===== config.mk =====
export PLATFORM = sky130hd
export DESIGN_NAME = record_fifo_flat
export DESIGN_NICKNAME = d
export VERILOG_FILES = /design/src/rtl/record_fifo_if.sv /design/src/rtl/record_fifo.sv /design/src/flat_wrapper.sv
export SDC_FILE = /design/constraint.sdc
export NUM_CORES = 2
export LEC_CHECK = 0
export BUFFER_PORTS_ARGS = -buffer_cell sky130_fd_sc_hd__buf_4
export CORE_AREA = 2 2 675 610
export CTS_BUF_LIST = sky130_fd_sc_hd__clkbuf_16
export CTS_CLUSTER_SIZE = 10
export DETAILED_ROUTE_END_ITERATION = 10
export DIE_AREA = 0 0 677 612
export SLEW_MARGIN = 20
export SYNTH_ARGS = -nofsm -noshare
export SYNTH_HDL_FRONTEND = slang
export SYNTH_SLANG_ARGS = --single-unit

===== constraint.sdc =====
create_clock -name clk -period 31.6 [get_ports clk]
set_input_delay 3.16 -clock clk [delete_from_list [all_inputs] [get_ports clk]]
set_output_delay 3.16 -clock clk [all_outputs]
set_load 0.02 [all_outputs]

===== src/rtl/record_fifo_if.sv =====
// Word-in / record-out bundle between the half-record arbiter, record_fifo and its consumer.
// master = arbiter/consumer side, slave = the FIFO.
interface record_fifo_if #(
    parameter int DEPTH = 16
);
    localparam int AW = $clog2(DEPTH);

    logic [239:0] wrdata;
    logic         push;
    logic [479:0] rd_data;
    logic         rd_valid;
    logic         rd_ready;
    logic         full;
    logic [AW:0]  level;
    logic         overflow;

    modport master (
        output wrdata, push, rd_ready,
        input  rd_data, rd_valid, full, level, overflow
    );

    modport slave (
        input  wrdata, push, rd_ready,
        output rd_data, rd_valid, full, level, overflow
    );
endinterface


===== src/rtl/record_fifo.sv =====
// Circular word buffer that re-pairs 240-bit words into 480-bit records behind a valid/ready output register.
// Pairs are always (even, odd) slots; a dropped push therefore misaligns later records.
module record_fifo #(
    parameter int DEPTH = 16
) (
    input  logic          clk,
    input  logic          rst,
    record_fifo_if.slave  bus
);
    localparam int AW = $clog2(DEPTH);

    logic [239:0]  mem_q [DEPTH];
    logic [AW:0]   wr_ptr_q, wr_ptr_d;
    logic [AW:0]   rd_ptr_q, rd_ptr_d;
    logic [479:0]  rd_data_q, rd_data_d;
    logic          rd_valid_q, rd_valid_d;
    logic          overflow_q, overflow_d;

    logic [AW:0]   level;
    logic          full;
    logic          wr_en;
    logic          load;
    logic [AW-1:0] ra0, ra1;

    always_comb begin
        level = wr_ptr_q - rd_ptr_q;
        // level never exceeds DEPTH, so its MSB alone means level == DEPTH
        full  = level[AW];
        wr_en = bus.push & ~full;
        load  = (|level[AW:1]) & (~rd_valid_q | bus.rd_ready);
        ra0   = rd_ptr_q[AW-1:0];
        ra1   = ra0 + 1'b1;

        wr_ptr_d   = wr_en ? wr_ptr_q + 1'b1 : wr_ptr_q;
        rd_ptr_d   = load ? rd_ptr_q + 2'd2 : rd_ptr_q;
        rd_data_d  = load ? {mem_q[ra0], mem_q[ra1]} : rd_data_q;
        rd_valid_d = load | (rd_valid_q & ~bus.rd_ready);
        overflow_d = overflow_q | (bus.push & full);
    end

    always_ff @(posedge clk or posedge rst) begin
        if (rst) begin
            wr_ptr_q   <= '0;
            rd_ptr_q   <= '0;
            rd_data_q  <= '0;
            rd_valid_q <= 1'b0;
            overflow_q <= 1'b0;
        end else begin
            wr_ptr_q   <= wr_ptr_d;
            rd_ptr_q   <= rd_ptr_d;
            rd_data_q  <= rd_data_d;
            rd_valid_q <= rd_valid_d;
            overflow_q <= overflow_d;
        end
    end

    // Storage is deliberately left out of reset.
    always_ff @(posedge clk) begin
        if (wr_en) begin
            mem_q[wr_ptr_q[AW-1:0]] <= bus.wrdata;
        end
    end

    assign bus.rd_data  = rd_data_q;
    assign bus.rd_valid = rd_valid_q;
    assign bus.full     = full;
    assign bus.level    = level;
    assign bus.overflow = overflow_q;
endmodule


===== src/flat_wrapper.sv =====
// flat-port wrapper written by rule: the top's interface ports become plain ports
module record_fifo_flat 
#(
    parameter int DEPTH = 16
)
  (clk, rst, bus_wrdata, bus_push, bus_rd_ready, bus_rd_data, bus_rd_valid, bus_full, bus_level, bus_overflow);
  record_fifo_if #(.DEPTH(DEPTH)) bus_i ();
  input  logic clk;
  input  logic rst;
  input wire logic [$bits(bus_i.wrdata)-1:0] bus_wrdata;
  input wire logic [$bits(bus_i.push)-1:0] bus_push;
  input wire logic [$bits(bus_i.rd_ready)-1:0] bus_rd_ready;
  output wire logic [$bits(bus_i.rd_data)-1:0] bus_rd_data;
  output wire logic [$bits(bus_i.rd_valid)-1:0] bus_rd_valid;
  output wire logic [$bits(bus_i.full)-1:0] bus_full;
  output wire logic [$bits(bus_i.level)-1:0] bus_level;
  output wire logic [$bits(bus_i.overflow)-1:0] bus_overflow;
  assign bus_i.wrdata = bus_wrdata;
  assign bus_i.push = bus_push;
  assign bus_i.rd_ready = bus_rd_ready;
  assign bus_rd_data = bus_i.rd_data;
  assign bus_rd_valid = bus_i.rd_valid;
  assign bus_full = bus_i.full;
  assign bus_level = bus_i.level;
  assign bus_overflow = bus_i.overflow;
  record_fifo #(.DEPTH(DEPTH)) u_core (.clk(clk), .rst(rst), .bus(bus_i));
endmodule

Word level (Yosys, flattened, before mapping)
Memories as Yosys holds them, arrays and structs flattened. A register that Yosys moved wholly into a read port is not among the register bits.
Cells that the tools add are included.
{"block": "totals", "word_cells": 22, "memories": 1, "register_bits": 12, "inputBits": 244, "mem_bits_rw": 3840}
{"block": "op_classes", "reduce_logical": 1, "add_sub_neg": 4, "n_mux": 2, "bitwise_logic": 10}
{"memory": "u_core.mem_q", "words": 16, "width": 240, "rd": 2, "rd_ports_with_merged_regs": 2, "wr": 1, "line": "record_fifo.sv:12", "text": "logic [239:0] mem_q [DEPTH];"}
{"operator": "adder 5 x 1 -> 5 bit (second input constant)", "n": 1}
{"operator": "adder 5 x 2 -> 5 bit (second input constant)", "n": 1}
{"operator": "subtractor 5 bit", "n": 1}
{"operator": "adder 4 x 1 -> 4 bit (second input constant)", "n": 1}
{"operator": "bitwise AND 1 bit", "n": 4}
{"operator": "OR reduction 4 bit", "n": 1}
{"operator": "NOT 1 bit", "n": 3}
{"operator": "bitwise OR 1 bit", "n": 3}
{"operator": "2-to-1 mux 1 bit", "n": 2}

Depth between registers and ports, before layout
{"block": "logic_depth", "depth_word": 5, "depth_mapped": 13, "depth_no_buf": 8}

Worst setup path after synthesis
No wires, ideal clock.
{"block": "synth_timing", "path_type": "in2reg", "start": "input bus_push", "end": "memory u_core.mem_q[0][0], enable pin", "setup_time_ps": 1511, "path_slack_ps": 2358, "stages": 2, "path_buffers": 0, "arrival_ps": 27731, "cell_sequence": "nand3_1 > nor4b_1"}
{"block": "synth_between", "elab_chain_len": 3}
{"item": "from (decl)", "line": "flat_wrapper.sv:11", "text": "input wire logic [$bits(bus_i.push)-1:0] bus_push;"}
{"item": "bitwise AND 1 bit", "line": "record_fifo.sv:29", "text": "wr_en = bus.push & ~full;"}
{"item": "2-to-1 mux 1 bit", "line": "record_fifo.sv:59", "text": "if (wr_en) begin"}
{"item": "2-to-1 mux 1 bit (not written as such)", "line": "record_fifo.sv:60", "text": "mem_q[wr_ptr_q[AW-1:0]] <= bus.wrdata;"}
{"item": "to (decl)", "line": "record_fifo.sv:12"}
No other way between the ends.

Worst setup path in the final report
{"block": "layout_timing", "start": "register u_core.rd_ptr_q[2]", "end": "register u_core.rd_data_q[272] (netlist: u_core.bus.rd_data[272]) (read register of u_core.mem_q)"}
{"block": "layout_between", "elab_chain_len": 3}
{"item": "from (decl)", "line": "record_fifo.sv:14", "text": "logic [AW:0] rd_ptr_q, rd_ptr_d;"}
{"item": "from (signal assigned)", "line": "record_fifo.sv:50", "text": "rd_ptr_q <= rd_ptr_d;"}
{"item": "subtractor 5 bit", "line": "record_fifo.sv:26", "text": "level = wr_ptr_q - rd_ptr_q;"}
{"item": "OR reduction 4 bit", "line": "record_fifo.sv:30", "text": "load = (|level[AW:1]) & (~rd_valid_q | bus.rd_ready);"}
{"item": "bitwise AND 1 bit", "line": "record_fifo.sv:30"}
{"item": "to (decl)", "line": "record_fifo.sv:15", "text": "logic [479:0] rd_data_q, rd_data_d;"}
Parallel ways exist; a longest one is shown, timed or not.
A chain may end at the register's enable or synchronous reset.

==> summary.md <==
| Metric | Value |
|---|---|
| Max Cap Violations | 0 |
| Post-synthesis sequential area ratio | 78.5% |
| Worst Hold Depth | 1 |
| CTS Buffer Depth | 4 |
| Initial antenna violation count | 42 |
| CP required | 32.43 ns |
| Total routed wirelength | 385 mm |
| Hold slack final | 0.471 ns |
| Synth-to-layout area growth | 15.9% |
| # setup viols final | 0 |
| Nets | 8902 |
| Clock Root Buffer | clkbuf_16 |
| Crit share post-route | 23.2% |
| CTS resizes | 0 |
| Hold_buf cts | 0 |
| Synth warnings | 0 |
| Rows | 223 |
| Lkg Pwr | 65.3 nW |
| Reg2reg setup slack | 24.25 ns |
| Final Slew Violations | 0 |
| Total gr overflow | 0 |
| Worst slew margin | 18.1% |
| CTS tree | yes |
| Top Ports | 732 |
| Worst setup margin | 24.25 ns |
| Vias in the first global route | 81600 |
| R2r endpoint | u_core.bus.rd_data[272]$_DFFE_PP0P_ |
| RSZ-0062 raised after global routing | no |
| Critical path type | reg2reg |
| Die Y | 612 µm |
| P per Cell Area | 95.2 nW/µm² |
| Seq. cell area | 128000 µm² |
| End of the worst hold path | u_core.bus.overflow$_DFF_PP0_ |
| Layout Skew | 0.0612 ns |
| Initial Utilization | 39.8% |
| Setup_tns | 0 ns |
| Tot GR Track Use | 18.2% |
| DR iter-0 viols | 6970 |
| Slew of the pin with the lowest slew margin | 1.23 ns |
| Placed inst area | 174000 µm² |
| Gpl congestion | 0.734 |
| Dpl hpwl | 214 mm |
| Cell Area, Synth | 163000 µm² |
| Share of layout cells above drive strength 1 | 31.6% |
| Startpoint Class | flip-flop |
| VDD IR-drop max | 72.6 µV |
| Global-route wire length before repair | 561 mm |
| Mean Syn Cell Area | 21.2 µm² |
| Area of the multi-input gates | 33100 µm² |
| Critical path arrival | 8.18 ns |
| Die area | 414000 µm² |
| Worst Hold Class | reg2reg |
| Post-Syn Nets | 7925 |
| Most frequent cells in the layout | edfxtp_1 (3840), nand2_1 (1449), mux4_2 (960) |
| Routed len/inst | 26.7 µm |
| Drt pass-1 iters | 5 |
| Fmax | 0.136 GHz |
| Setup crit start | u_core.rd_ptr_q[2]$_DFFE_PP0P_ |
| Synth Instances | 7672 |
| CP max FO | 123 |
| Worst setup EP type | flip-flop |
| Min-Delay Startpoint | u_core.bus.overflow$_DFF_PP0_ |
| Core area | 408000 µm² |
| Worst R2R Start | u_core.rd_ptr_q[2]$_DFFE_PP0P_ |
| DR vias | 77100 |
| Clk pin slew, worst setup/hold paths | 0.06 ns |
| Clk Latency, worst-skew pair | 0.99 ns |
| Post-CTS setup buffers | 0 |
| Reg2Reg Depth | 10 |
| H-tree levels | 5 |
| Clk sink count | 4331 |
| Final Critical Period | 7.35 ns |
| Commonest non-fill, non-tap cell in the layout | edfxtp_1 |
| Final instance area | 188000 µm² |
| DR vias/cell | 5.34 |
| Dpl ws | 24.21 ns |
| Status | complete, no violations |
| Final Hold Violating Endpoints | 0 |
| CTS Buf Count | 476 |
| Die width | 677 µm |
| DRC viols | 0 |
| Largest net degree at the start of global routing | 144 |
| Seq cells post-synth | 4331 |
| Fill cells | 34000 |
| ANT nets after route | 0 |
| Cell variety after synth | 32 |
| # port buffers | 731 |
state kept, by name, summed over array words and instances (netlist names):
signal and cells:
u_core.bus.rd_data 480, u_core.wr_ptr_q 5, u_core.rd_ptr_q 4, u_core.bus.overflow 1, u_core.mem_q 3840, u_core.bus.rd_valid 1
routing by layer:
metal  global-route usage, %  vias up  wire, µm
met1                    25.6    41600    166000
met4                    5.36       12     10200
met5                       0        -        67
met3                    2.78      552     22200
met2                    29.7     2412    187000
li1                        -    32500         -
logic make-up after synthesis:
family                   count (synthesis)  synth area share, %
flip-flops                            4331                 78.5
adder cells (fa/ha/maj)                  9               0.0739
buffers and inverters                  390                 1.22
AND/OR/NAND/NOR                       1485                 3.47
AO/OA/AOI/OAI                            6               0.0293
XOR/XNOR                                 9               0.0485
multiplexers                          1442                 16.6
metrics by stage:
stage / utilization, % / power [mW] / instances
floorplan: - / 11.4 / 7672
global placement: 42.7 / 13.2 / 13600
detailed placement: 42.7 / 13.3 / 13600
CTS: 46.1 / 18.2 / 14400
global route: 46.2 / 18.8 / 14400
finish: 46.2 / 17.9 / 14400
power breakdown:
| group | internal [mW] | total (mW) | switching [mW] |
|---|---|---|---|
| Sequential | 7.06 | 7.45 | 0.390 |
| Combinational | 2.43 | 5.57 | 3.15 |
| Clock | 2.72 | 4.90 | 2.18 |
final cells by class:
| cell class | count | share of cell area (%) |
|---|---|---|
| antenna | 15 | 0.0199 |
| clock buffer | 478 | 6.35 |
| clock inverter | 363 | 1.03 |
| inverter | 10 | 0.0319 |
| multi-input combinational | 2951 | 17.5 |
| sequential | 4331 | 67.8 |
| tap | 5400 | 3.59 |
| timing repair buffer | 879 | 3.68 |
worst max-delay path by stage:
stage	end	slack [ns]	cells after the start
floorplan	u_core.mem_q[0][0]$_DFFE_PP_	2.36	2
global placement	u_core.bus.rd_data[246]$_DFFE_PP0P_	24.24	6
detailed placement	u_core.bus.rd_data[259]$_DFFE_PP0P_	24.21	10
CTS	bus_full	24.14	6
global route	u_core.bus.rd_data[259]$_DFFE_PP0P_	23.90	10
finish	u_core.bus.rd_data[272]$_DFFE_PP0P_	24.25	10
critical path, stage by stage, from the launching register on:
cell and delay [ns]:
dfrtp_4 1.10, buf_12 0.62, buf_4 0.83, buf_4 0.90, buf_4 0.89, buf_4 0.63, buf_4 0.91, mux4_2 0.43
nand2_1 0.10, nand2_1 0.07, mux2_2 0.26
synth_stat cells (all sizes together):
library cell	n	share of area [%]
or3	2	0.0077
mux2	482	3.3
nor2	10	0.023
ha	8	0.062
dfrtp	491	7.6
nand2	1449	3.3
clkbuf	169	0.39
buf	211	0.80
mux4	960	13
nand3	4	0.012
nand2b	1	0.0039
xnor2	6	0.032
and3	2	0.0077
nand4	5	0.019
clkinv	1	0.0023
nor4b	4	0.022
fa	1	0.012
o21ai	1	0.0031
nor2b	2	0.0077
o311ai	1	0.0054
nor3	3	0.0092
xor2	3	0.016
a21o	2	0.0092
nand3b	2	0.0092
edfxtp	3840	71
inv	9	0.021
a31oi	2	0.012
and3b	1	0.0054
No activity file was read; power rests on OpenSTA's default activity.
